**config.mk**
```make
export PLATFORM = sky130hd
export DESIGN_NAME = bram_dual_port_ctrl_flat
export DESIGN_NICKNAME = d
export VERILOG_FILES = /design/src/rtl/bram_ctrl_pkg.sv /design/src/rtl/bram_dual_port_ctrl_if.sv /design/src/rtl/bram_rd_pipe.sv /design/src/rtl/bram_dual_port_ctrl.sv /design/src/flat_wrapper.sv
export SDC_FILE = /design/constraint.sdc
export NUM_CORES = 1
export LEC_CHECK = 0
export BUFFER_PORTS_ARGS = -buffer_cell sky130_fd_sc_hd__buf_2
export CORE_AREA = 2 2 227 229
export CTS_CLUSTER_SIZE = 40
export DETAILED_ROUTE_END_ITERATION = 8
export DIE_AREA = 0 0 229 231
export SYNTH_ARGS = -nofsm -noshare
export SYNTH_HDL_FRONTEND = slang
export SYNTH_HIERARCHICAL = 1
export SYNTH_SLANG_ARGS = --single-unit
```
**constraint.sdc**
```tcl
create_clock -name clka -period 1.67 [get_ports clka]
set_input_delay 0.167 -clock clka [delete_from_list [all_inputs] [get_ports clka]]
set_output_delay 0.167 -clock clka [all_outputs]
set_load 0.05 [all_outputs]
```
**src/rtl/bram_ctrl_pkg.sv**
```systemverilog
// Shared state encoding and elaboration helpers for the dual-port BRAM controller.
package bram_ctrl_pkg;

    typedef enum logic [1:0] {
        SWEEP = 2'd0,
        RUN   = 2'd1,
        DRAIN = 2'd2
    } ctrl_state_t;

    // Only two BRAM output configurations exist: raw latch output, or output register.
    localparam int RD_LAT_NOREG = 1;
    localparam int RD_LAT_OREG  = 2;

    function automatic int clog2(input int value);
        int result;
        int rem;
        result = 0;
        rem    = value - 1;
        while (rem > 0) begin
            result++;
            rem = rem >> 1;
        end
        if (result == 0) begin
            result = 1;
        end
        return result;
    endfunction

    function automatic bit read_latency_legal(input int lat);
        return (lat == RD_LAT_NOREG) || (lat == RD_LAT_OREG);
    endfunction

endpackage

```
**src/rtl/bram_dual_port_ctrl_if.sv**
```systemverilog
// Requester handshakes plus the raw BRAM port pins of the dual-port controller.
interface bram_dual_port_ctrl_if #(
    parameter int RAM_WIDTH = 88,
    parameter int ADDR_W    = 10
);

    logic                 flush_req;
    logic                 flush_busy;
    logic                 flush_done;

    logic                 rd_valid;
    logic [ADDR_W-1:0]    rd_addr;
    logic                 rd_ready;
    logic                 rd_resp_valid;
    logic [RAM_WIDTH-1:0] rd_resp_data;

    logic                 wr_valid;
    logic [ADDR_W-1:0]    wr_addr;
    logic [RAM_WIDTH-1:0] wr_data;
    logic                 wr_ready;

    logic [ADDR_W-1:0]    bram_addra;
    logic [ADDR_W-1:0]    bram_addrb;
    logic [RAM_WIDTH-1:0] bram_dina;
    logic [RAM_WIDTH-1:0] bram_dinb;
    logic                 bram_ena;
    logic                 bram_enb;
    logic                 bram_wea;
    logic                 bram_web;
    logic                 bram_regcea;
    logic                 bram_regceb;
    logic                 bram_rsta;
    logic                 bram_rstb;
    logic [RAM_WIDTH-1:0] bram_douta;
    logic [RAM_WIDTH-1:0] bram_doutb;

    // Controller side.
    modport slave (
        input  flush_req, rd_valid, rd_addr, wr_valid, wr_addr, wr_data,
        input  bram_douta, bram_doutb,
        output flush_busy, flush_done, rd_ready, rd_resp_valid, rd_resp_data, wr_ready,
        output bram_addra, bram_addrb, bram_dina, bram_dinb,
        output bram_ena, bram_enb, bram_wea, bram_web,
        output bram_regcea, bram_regceb, bram_rsta, bram_rstb
    );

    // Requesters and the BRAM itself.
    modport master (
        output flush_req, rd_valid, rd_addr, wr_valid, wr_addr, wr_data,
        output bram_douta, bram_doutb,
        input  flush_busy, flush_done, rd_ready, rd_resp_valid, rd_resp_data, wr_ready,
        input  bram_addra, bram_addrb, bram_dina, bram_dinb,
        input  bram_ena, bram_enb, bram_wea, bram_web,
        input  bram_regcea, bram_regceb, bram_rsta, bram_rstb
    );

endinterface

```
**src/rtl/bram_rd_pipe.sv**
```systemverilog
// Read-valid delay line matching the BRAM read latency; tracks responses still in flight.
module bram_rd_pipe #(
    parameter int READ_LATENCY = 1
) (
    input  logic clk,
    input  logic rst_n,
    input  logic accept,
    output logic stage0,
    output logic last,
    output logic empty
);

    logic [READ_LATENCY-1:0] vld_p;

    // empty ignores the last stage: a response leaving this cycle needs no further wait.
    generate
        if (READ_LATENCY == 1) begin : g_single
            always_ff @(posedge clk or negedge rst_n) begin
                if (!rst_n) begin
                    vld_p <= '0;
                end else begin
                    vld_p <= accept;
                end
            end
            assign empty = 1'b1;
        end else begin : g_multi
            always_ff @(posedge clk or negedge rst_n) begin
                if (!rst_n) begin
                    vld_p <= '0;
                end else begin
                    vld_p <= {vld_p[READ_LATENCY-2:0], accept};
                end
            end
            assign empty = ~|vld_p[READ_LATENCY-2:0];
        end
    endgenerate

    assign stage0 = vld_p[0];
    assign last   = vld_p[READ_LATENCY-1];

endmodule

```
**src/rtl/bram_dual_port_ctrl.sv**
```systemverilog
// Front end of a single-clock true dual-port BRAM: port A serves reads, port B serves
// writes, and both ports together zero the array after reset or a flush.
module bram_dual_port_ctrl
    import bram_ctrl_pkg::*;
#(
    parameter int RAM_WIDTH    = 88,
    parameter int RAM_DEPTH    = 1024,
    parameter int READ_LATENCY = 1
) (
    input logic                  clka,
    input logic                  rsta_n,
    bram_dual_port_ctrl_if.slave bus
);

    localparam int              ADDR_W    = clog2(RAM_DEPTH);
    localparam int              LAST_CNT  = RAM_DEPTH - 2;
    localparam logic [ADDR_W:0] DEPTH_EXT = RAM_DEPTH[ADDR_W:0];
    localparam logic [ADDR_W:0] LAST_EXT  = LAST_CNT[ADDR_W:0];

    generate
        if (!read_latency_legal(READ_LATENCY)) begin : g_bad_latency
            $error("bram_dual_port_ctrl: READ_LATENCY must be 1 or 2");
        end
    endgenerate

    ctrl_state_t          state;
    ctrl_state_t          state_nxt;
    logic [ADDR_W-1:0]    cnt;
    logic [ADDR_W-1:0]    cnt_nxt;
    logic [ADDR_W:0]      cnt_ext;
    logic [ADDR_W:0]      cnt_p1;
    logic                 flush_done_q;
    logic                 flush_done_nxt;

    logic                 in_run;
    logic                 rd_ready;
    logic                 wr_ready;
    logic                 rd_fire;
    logic                 wr_fire;
    logic                 rd_stage0;
    logic                 rd_last;
    logic                 rd_empty;

    logic                 ena;
    logic                 enb;
    logic                 wea;
    logic                 web;
    logic [ADDR_W-1:0]    addra;
    logic [ADDR_W-1:0]    addrb;
    logic [RAM_WIDTH-1:0] dina;
    logic [RAM_WIDTH-1:0] dinb;
    logic                 unused_doutb;

    assign cnt_ext = {1'b0, cnt};
    assign cnt_p1  = cnt_ext + (ADDR_W+1)'(1);

    // Same-address write stalls the read: the primitive is collision-unsafe across ports.
    assign in_run   = (state == RUN);
    assign wr_ready = in_run;
    assign rd_ready = in_run && !(bus.wr_valid && (bus.wr_addr == bus.rd_addr));
    assign rd_fire  = bus.rd_valid && rd_ready;
    assign wr_fire  = bus.wr_valid && wr_ready;

    always_ff @(posedge clka or negedge rsta_n) begin
        if (!rsta_n) begin
            state        <= SWEEP;
            cnt          <= '0;
            flush_done_q <= 1'b0;
        end else begin
            state        <= state_nxt;
            cnt          <= cnt_nxt;
            flush_done_q <= flush_done_nxt;
        end
    end

    always_comb begin
        state_nxt      = state;
        cnt_nxt        = cnt;
        flush_done_nxt = 1'b0;
        ena            = 1'b0;
        wea            = 1'b0;
        addra          = bus.rd_addr;
        dina           = '0;
        enb            = 1'b0;
        web            = 1'b0;
        addrb          = bus.wr_addr;
        dinb           = bus.wr_data;

        case (state)
            SWEEP: begin
                ena   = 1'b1;
                wea   = 1'b1;
                addra = cnt;
                enb   = (cnt_p1 < DEPTH_EXT);
                web   = (cnt_p1 < DEPTH_EXT);
                addrb = cnt_p1[ADDR_W-1:0];
                dinb  = '0;
                if (cnt_ext >= LAST_EXT) begin
                    state_nxt      = RUN;
                    cnt_nxt        = '0;
                    flush_done_nxt = 1'b1;
                end else begin
                    cnt_nxt = cnt + ADDR_W'(2);
                end
            end
            RUN: begin
                ena = rd_fire;
                enb = wr_fire;
                web = wr_fire;
                if (bus.flush_req) begin
                    state_nxt = DRAIN;
                end
            end
            DRAIN: begin
                if (rd_empty) begin
                    state_nxt = SWEEP;
                    cnt_nxt   = '0;
                end
            end
            default: begin
                state_nxt = SWEEP;
                cnt_nxt   = '0;
            end
        endcase
    end

    bram_rd_pipe #(
        .READ_LATENCY (READ_LATENCY)
    ) u_rd_pipe (
        .clk    (clka),
        .rst_n  (rsta_n),
        .accept (rd_fire),
        .stage0 (rd_stage0),
        .last   (rd_last),
        .empty  (rd_empty)
    );

    assign bus.flush_busy    = (state != RUN);
    assign bus.flush_done    = flush_done_q;
    assign bus.rd_ready      = rd_ready;
    assign bus.wr_ready      = wr_ready;
    assign bus.rd_resp_valid = rd_last;
    assign bus.rd_resp_data  = bus.bram_douta;

    assign bus.bram_ena    = ena;
    assign bus.bram_wea    = wea;
    assign bus.bram_addra  = addra;
    assign bus.bram_dina   = dina;
    assign bus.bram_enb    = enb;
    assign bus.bram_web    = web;
    assign bus.bram_addrb  = addrb;
    assign bus.bram_dinb   = dinb;
    assign bus.bram_regcea = (READ_LATENCY == RD_LAT_OREG) ? rd_stage0 : 1'b0;
    assign bus.bram_regceb = 1'b0;
    assign bus.bram_rsta   = 1'b0;
    assign bus.bram_rstb   = 1'b0;

    assign unused_doutb = ^bus.bram_doutb;

endmodule

```
**src/flat_wrapper.sv**
```systemverilog
// flat-port wrapper written by rule: the top's interface ports become plain ports
module bram_dual_port_ctrl_flat import bram_ctrl_pkg::*;
#(
    parameter int RAM_WIDTH    = 88,
    parameter int RAM_DEPTH    = 1024,
    parameter int READ_LATENCY = 1
)
  (clka, rsta_n, bus_flush_req, bus_rd_valid, bus_rd_addr, bus_wr_valid, bus_wr_addr, bus_wr_data, bus_bram_douta, bus_bram_doutb, bus_flush_busy, bus_flush_done, bus_rd_ready, bus_rd_resp_valid, bus_rd_resp_data, bus_wr_ready, bus_bram_addra, bus_bram_addrb, bus_bram_dina, bus_bram_dinb, bus_bram_ena, bus_bram_enb, bus_bram_wea, bus_bram_web, bus_bram_regcea, bus_bram_regceb, bus_bram_rsta, bus_bram_rstb);
  bram_dual_port_ctrl_if #(.RAM_WIDTH(RAM_WIDTH)) bus_i ();
  input logic clka;
  input logic rsta_n;
  input wire logic [$bits(bus_i.flush_req)-1:0] bus_flush_req;
  input wire logic [$bits(bus_i.rd_valid)-1:0] bus_rd_valid;
  input wire logic [$bits(bus_i.rd_addr)-1:0] bus_rd_addr;
  input wire logic [$bits(bus_i.wr_valid)-1:0] bus_wr_valid;
  input wire logic [$bits(bus_i.wr_addr)-1:0] bus_wr_addr;
  input wire logic [$bits(bus_i.wr_data)-1:0] bus_wr_data;
  input wire logic [$bits(bus_i.bram_douta)-1:0] bus_bram_douta;
  input wire logic [$bits(bus_i.bram_doutb)-1:0] bus_bram_doutb;
  output wire logic [$bits(bus_i.flush_busy)-1:0] bus_flush_busy;
  output wire logic [$bits(bus_i.flush_done)-1:0] bus_flush_done;
  output wire logic [$bits(bus_i.rd_ready)-1:0] bus_rd_ready;
  output wire logic [$bits(bus_i.rd_resp_valid)-1:0] bus_rd_resp_valid;
  output wire logic [$bits(bus_i.rd_resp_data)-1:0] bus_rd_resp_data;
  output wire logic [$bits(bus_i.wr_ready)-1:0] bus_wr_ready;
  output wire logic [$bits(bus_i.bram_addra)-1:0] bus_bram_addra;
  output wire logic [$bits(bus_i.bram_addrb)-1:0] bus_bram_addrb;
  output wire logic [$bits(bus_i.bram_dina)-1:0] bus_bram_dina;
  output wire logic [$bits(bus_i.bram_dinb)-1:0] bus_bram_dinb;
  output wire logic [$bits(bus_i.bram_ena)-1:0] bus_bram_ena;
  output wire logic [$bits(bus_i.bram_enb)-1:0] bus_bram_enb;
  output wire logic [$bits(bus_i.bram_wea)-1:0] bus_bram_wea;
  output wire logic [$bits(bus_i.bram_web)-1:0] bus_bram_web;
  output wire logic [$bits(bus_i.bram_regcea)-1:0] bus_bram_regcea;
  output wire logic [$bits(bus_i.bram_regceb)-1:0] bus_bram_regceb;
  output wire logic [$bits(bus_i.bram_rsta)-1:0] bus_bram_rsta;
  output wire logic [$bits(bus_i.bram_rstb)-1:0] bus_bram_rstb;
  assign bus_i.flush_req = bus_flush_req;
  assign bus_i.rd_valid = bus_rd_valid;
  assign bus_i.rd_addr = bus_rd_addr;
  assign bus_i.wr_valid = bus_wr_valid;
  assign bus_i.wr_addr = bus_wr_addr;
  assign bus_i.wr_data = bus_wr_data;
  assign bus_i.bram_douta = bus_bram_douta;
  assign bus_i.bram_doutb = bus_bram_doutb;
  assign bus_flush_busy = bus_i.flush_busy;
  assign bus_flush_done = bus_i.flush_done;
  assign bus_rd_ready = bus_i.rd_ready;
  assign bus_rd_resp_valid = bus_i.rd_resp_valid;
  assign bus_rd_resp_data = bus_i.rd_resp_data;
  assign bus_wr_ready = bus_i.wr_ready;
  assign bus_bram_addra = bus_i.bram_addra;
  assign bus_bram_addrb = bus_i.bram_addrb;
  assign bus_bram_dina = bus_i.bram_dina;
  assign bus_bram_dinb = bus_i.bram_dinb;
  assign bus_bram_ena = bus_i.bram_ena;
  assign bus_bram_enb = bus_i.bram_enb;
  assign bus_bram_wea = bus_i.bram_wea;
  assign bus_bram_web = bus_i.bram_web;
  assign bus_bram_regcea = bus_i.bram_regcea;
  assign bus_bram_regceb = bus_i.bram_regceb;
  assign bus_bram_rsta = bus_i.bram_rsta;
  assign bus_bram_rstb = bus_i.bram_rstb;
  bram_dual_port_ctrl #(.RAM_WIDTH(RAM_WIDTH), .RAM_DEPTH(RAM_DEPTH), .READ_LATENCY(READ_LATENCY)) u_core (.clka(clka), .rsta_n(rsta_n), .bus(bus_i));
endmodule
```
==> results of run 1 <==
-- worst max-delay path: cells and delay by family (launching register included) --
kind	cells	cell delay [ns]
DFF	1	0.37
buffers and inverters	2	0.41
and+or+nand+nor	2	0.53
-- final cells by class --
type	instances	area [um2]
multi-input combinational	292	1620
clock buffer	3	75.1
clock inverter	1	5.00
inverter	4	20.0
timing repair buffer	246	1860
tap	680	851
fill	5924	45900
sequential	13	325
-- final timing paths --
path	from	end	cells after the start
max in group asynchronous	rsta_n	u_core/cnt[8]	2
hold reg to reg	u_core/cnt[8]	u_core/cnt[8]	1
setup reg to reg	u_core/state[0]	u_core/cnt[4]	6
hold / removal	bus_flush_req	u_core/state[0]	2
setup / recovery	u_core/state[1]	bus_bram_dinb[57]	4
min in group asynchronous	rsta_n	u_core/bus.flush_done	2
-- state kept, by name, indices dropped and copies added (netlist names) --
register / cells
u_core/bus.flush_done: 1
u_core/state: 2
u_core/u_rd_pipe/last: 1
u_core/cnt: 9
-- what timing repair did --
item	CTS	global route
hold endpoints to repair	13	0
resized for setup	35	57
endpoints found under the setup margin	108	108
pin swaps	0	3
gates cloned	0	1
hold buffers	1	0
setup buffers	0	1
-- cell usage in the layout (no fill, tap or decap), types with 2 or more instances in the layout --
master	instances
a21oi_1	2
buf_12	26
nor4_2	2
nand3_1	3
o21ai_1	2
nand2_1	29
buf_6	17
buf_4	20
clkbuf_16	4
dfrtp_1	13
nor2_1	9
conb_1	93
nand2_2	19
buf_2	176
inv_4	2
nor3_1	2
inv_1	2
buf_8	3
and2_1	88
xnor2_1	15
nand2_4	2
a21oi_2	2
nand4_1	4
-- where the power goes --
group	switching, mW	internal, mW
logic	1.72	0.951
clock network	0.167	0.321
registers	0.155	0.410
total	2.04	1.68
-- routing by layer --
metal | share of wire | wire, um | GRT usage | vias up
met4 | 0.063 | 825 | 0.0288 | 4
met3 | 0.13 | 1750 | 0.0212 | 58
met1 | 0.34 | 4430 | 0.0420 | 1221
li1 | - | - | - | 1294
met5 | 0.0017 | 23 | 0 | -
met2 | 0.47 | 6150 | 0.0721 | 275
-- per-stage QoR --
step,total power [mW],cells,setup TNS (ns)
5_1_grt,3.91,1239,-11.21
6_report,3.72,1239,-5.90
2_1_floorplan,2.80,505,-0.764
3_3_place_gp,3.01,1232,-0.368
3_5_place_dp,3.02,1232,-1.64
4_1_cts,3.66,1237,-4.93
==> results.tsv, run 1 <==
metric	value	unit
status	complete, but fails checks	
violated checks	negative setup slack	
DR vias/cell	2.30	
pwr/cell area	783	nW/um2
Area Overhead vs Synth	55.6	%
WL/cell	10.6	um
vias in the first global route	2291	
pin count of the biggest net entering global routing	85	
# Max-Cap Violations	0	
final instance area	4760	um2
# IOs	586	
Core Region	50700	um2
Synth Instances	414	
GRT Total Usage	0.0430	
flop2flop setup slack	0.17	ns
final hold vios	0	
Final Cycle Share	1.05	
dpl ws	-0.0741	ns
Tmin final	1.76	ns
worst relative slew slack	0.613	
Max FO, Critical Path	42	
CTS root buf	clkbuf_16	
Worst EP arrival	1.59	ns
Yosys warnings	6	
crit path kind	flop to output pin	
PortBufs	229	
drt first-iter violations	60	
drt pass-1 iters	4	
cts bufs inserted	3	
GP Congestion	0.692	
total die area	52900	um2
Cell Area, Placed	4390	um2
CTS max path bufs	2	
measured slew at the worst slew-check pin	0.579	ns
worst hold-check path type	input pin to flop	
final WL	13.2	mm
CP Launch Type	flop	
RSZ-0062 raised after global routing	yes	
clock latency on the worst-skew pair	0.25	ns
crit-path cells	or2_4 -> buf_16 -> and2_1 -> buf_2	
# diodes	0	
final core utilization	0.0938	
f_max	0.568	GHz
Clock Pin Slew Worst Setup and Hold Paths	0.05	ns
initial antenna violation count	4	
DRC	0	
Sink Count	13	
Starting Density	0.0603	
first-pass GRT wire length	15.6	mm
Setup Skew	0.00169	ns
share of post-route cells with drive strength above 1	0.508	
vias after detailed routing	2852	
Die Ht	231	um
Die Width	229	um
CP peak stage delay	0.37	ns
Final Max Tran Viols	0	
syn_area_per_cell	7.38	um2
Syn Std Cell Area	3060	um2
Critical Path RT	1.50	ns
Peak VDD IR	0.000727	V
GR Overflow Total	0	
Finish-stage setup viols	107	
leak pwr	2.32	nW
Hold Worst Slack	0.120	ns
PnR worst setup slack	-0.0910	ns
row count	83	
H-tree levels	1	
CP endpoint kind	output pin	
Total Nets Final	850	
slowest CP cell	dfrtp_1	
post-route ant nets	0	
CTS tree	done	
HPWL Detailed	11.4	mm
(Power assumes the default switching activity.)
==> run 2, diff against run 1 <==
- CORE_AREA: 2 2 227 229 -> 2 2 226 228
- DIE_AREA: 0 0 229 231 -> 0 0 228 230
- SYNTH_HIERARCHICAL: 1 -> not set
==> run 2 against run 1 <==
Against the previous run: the flow still finishes with violations (negative setup slack); via count about the same; synthesized cell count stayed put; clock power shrank 5.1%; area after synthesis decreased by 4.3%; total power down 22%; worst setup slack worse by 0.012 ns; global-route usage grew 1.3 points; critical endpoint is now bus_bram_dinb[62]; highest routed layer unchanged.
==> results.tsv, run 2 <==
metric	value	unit	change
vias in the first global route	2712		+18%
ys async rst share	1.00		
Post-synth top cells	buf_4, and2_1, nand2_1		
final hold vios	0		unchanged
GP Congestion	0.815		+18%
synth unique cells	33		
CP Launch Type	flop		
Sink Count	13		unchanged
Max FO, Critical Path	55		+31%
post-route ant nets	0		unchanged
# Max-Cap Violations	0		unchanged
PortBufs	229		unchanged
syn_area_per_cell	7.06	um2	-4.3%
Peak VDD IR	0.000326	V	-55%
main flop type after synthesis	dfrtp_1		
cts bufs inserted	3		unchanged
Crit path max-delay family	simple AND/OR/NAND/NOR gates		
Yosys warnings	0		-6
share of the synthesized area in the top cell type	0.470		
Die Ht	230	um	-0.43%
Largest register FFs	9		unchanged
Starting Density	0.0586		-0.00167
Die Width	228	um	-0.44%
most common cell in the netlist	buf_4		
Synth Instances	414		unchanged
GRT Total Usage	0.0557		+0.0126
Worst EP arrival	1.61	ns	+0.02 ns
synth top area cells	buf_4, and2_1, dfrtp_1		
RSZ-0062 raised after global routing	yes		
Clock Pin Slew Worst Setup and Hold Paths	0.05	ns	about the same
CP endpoint kind	output pin		
crit-path cells	or2_4 -> buf_16 -> and2_1 -> buf_4		
Syn Std Cell Area	2920	um2	-4.3%
area leader, netlist	buf_4		
violated checks	negative setup slack		
WL/cell	12.9	um	+21%
Tmin final	1.77	ns	+0.0117 ns
Total Nets Final	849		-0.12%
share of post-route cells with drive strength above 1	0.516		+0.00808
Setup Skew	0.00259	ns	+0.000902 ns
Finish-stage setup viols	107		unchanged
DR vias/cell	2.31		+0.53%
HPWL Detailed	13.3	mm	+16%
number of flops mapped to enable cells by yosys	0		
vias after detailed routing	2851		-0.035%
final WL	15.9	mm	+20%
drt first-iter violations	111		+85%
critical path buffer and inverter count	2		unchanged
GR Overflow Total	0		unchanged
status	complete, but fails checks		
Critical Path RT	1.50	ns	about the same
CP peak stage delay	0.39	ns	+0.02 ns
Pwr Total	2.89	mW	-22%
pwr/cell area	571	nW/um2	-27%
commonest cells after routing, fill and taps aside	buf_2, conb_1, and2_1, buf_6, nand2_1		
CTS max path bufs	2		unchanged
worst hold-check path type	input pin to flop		
clock latency on the worst-skew pair	0.24	ns	about the same
pin count of the biggest net entering global routing	56		-34%
slowest CP cell	dfrtp_1		
Area Overhead vs Synth	73.1	%	
sequential area share after synthesis	0.111		
Core Region	49900	um2	-1.6%
commonest non-fill, non-tap cell in the layout	buf_2		
# IOs	586		unchanged
Final Max Tran Viols	0		unchanged
Regs by FF count	u_core.cnt x9, u_core.state x2		
Final Cycle Share	1.06		+0.00702
f_max	0.564	GHz	-0.66%
drt pass-1 iters	4		unchanged
row count	82		-1.2%
H-tree levels	1		unchanged
final core utilization	0.102		+0.00768
register bit total from synthesis	13		
DRC	0		unchanged
PnR worst setup slack	-0.103	ns	-0.0117 ns
CTS root buf	clkbuf_16		
leak pwr	2.39	nW	+3.0%
first-pass GRT wire length	20.3	mm	+30%
Top reg by flops	u_core.cnt		
crit path kind	flop to output pin		
initial antenna violation count	14		+10
total die area	52400	um2	-0.87%
CTS tree	done		
[run 2: cell type report]
type                    instances  area, um2
repair buffers                245       2180
well taps                     672        841
flip-flops and latches         13        325
fillers                      5851      44800
clock buffers                   3       75.1
clock inverters                 1       5.00
inverters                       4       20.0
multi-input cells             292       1610
diodes                          2       5.00
[run 2: worst reg2reg max path: stages (launching register included)]
cell and delay [ns]:
dfrtp_1 0.44, ha_1 0.23, and4_1 0.28, or3b_1 0.36, a21oi_1 0.12
[run 2: stage by stage]
stage                     cells  TNS, ns  hold WS (ns)  setup WS, ns  cell area (um2)
after global placement     1224  -0.0861        0.0939       -0.0847             4440
after CTS                  1230    -7.02         0.136        -0.104             4930
after detailed placement   1224  -0.0743        0.0957       -0.0743             4440
final                      1232    -5.52         0.137        -0.103             5060
after floorplan             505        0        -0.129       0.00470             3280
after global routing       1232   -10.52         0.147        -0.139             5060
[run 2: repair_timing]
item / 4_1_cts / 5_1_grt
buffers inserted: 0 / 0
hold endpoints to repair: 13 / 0
hold buffers: 1 / 0
pin swaps: 4 / 3
gates resized for setup: 129 / 38
endpoints found under the setup margin: 109 / 110
gates cloned: 1 / 0
[run 2: cell families (layout without fill, tap and decap cells)]
family	count (synthesis)	in the layout	synth area share
xor+xnor	14	14	0.0419
simple gates	173	173	0.323
fa+ha+maj	1	1	0.00428
mux	1	1	0.00385
buf+inv	200	253	0.493
compound gates	11	11	0.0214
other cells	1	94	0.00128
flops	13	13	0.111
[run 2: power by group]
group          internal, mW  switching (mW)  leakage [nW]
registers             0.392           0.127         0.168
clock network         0.320           0.144        0.0409
logic                 0.531            1.38          2.18
[run 2: path summary, 6_finish.rpt]
kind | start | end | slack [ns] | cells after the start
max | u_core.state[1] | bus_bram_dinb[62] | -0.10 | 4
min | bus_flush_req | u_core.state[0] | 0.14 | 2
max reg2reg | u_core.cnt[1] | u_core.cnt[9] | 0.17 | 4
min reg2reg | u_core.cnt[9] | u_core.cnt[9] | 0.60 | 2
max in group asynchronous | rsta_n | u_core.cnt[1] | 1.05 | 2
min in group asynchronous | rsta_n | u_core.u_rd_pipe.last | 0.36 | 2
[run 2: routing by layer]
layer / global-route usage / vias to the layer above / wire length [um]
met5: 0 / - / 41
met4: 0.0251 / 6 / 801
met3: 0.0336 / 80 / 2400
met2: 0.0938 / 260 / 7480
met1: 0.0547 / 1214 / 5130
li1: - / 1291 / -
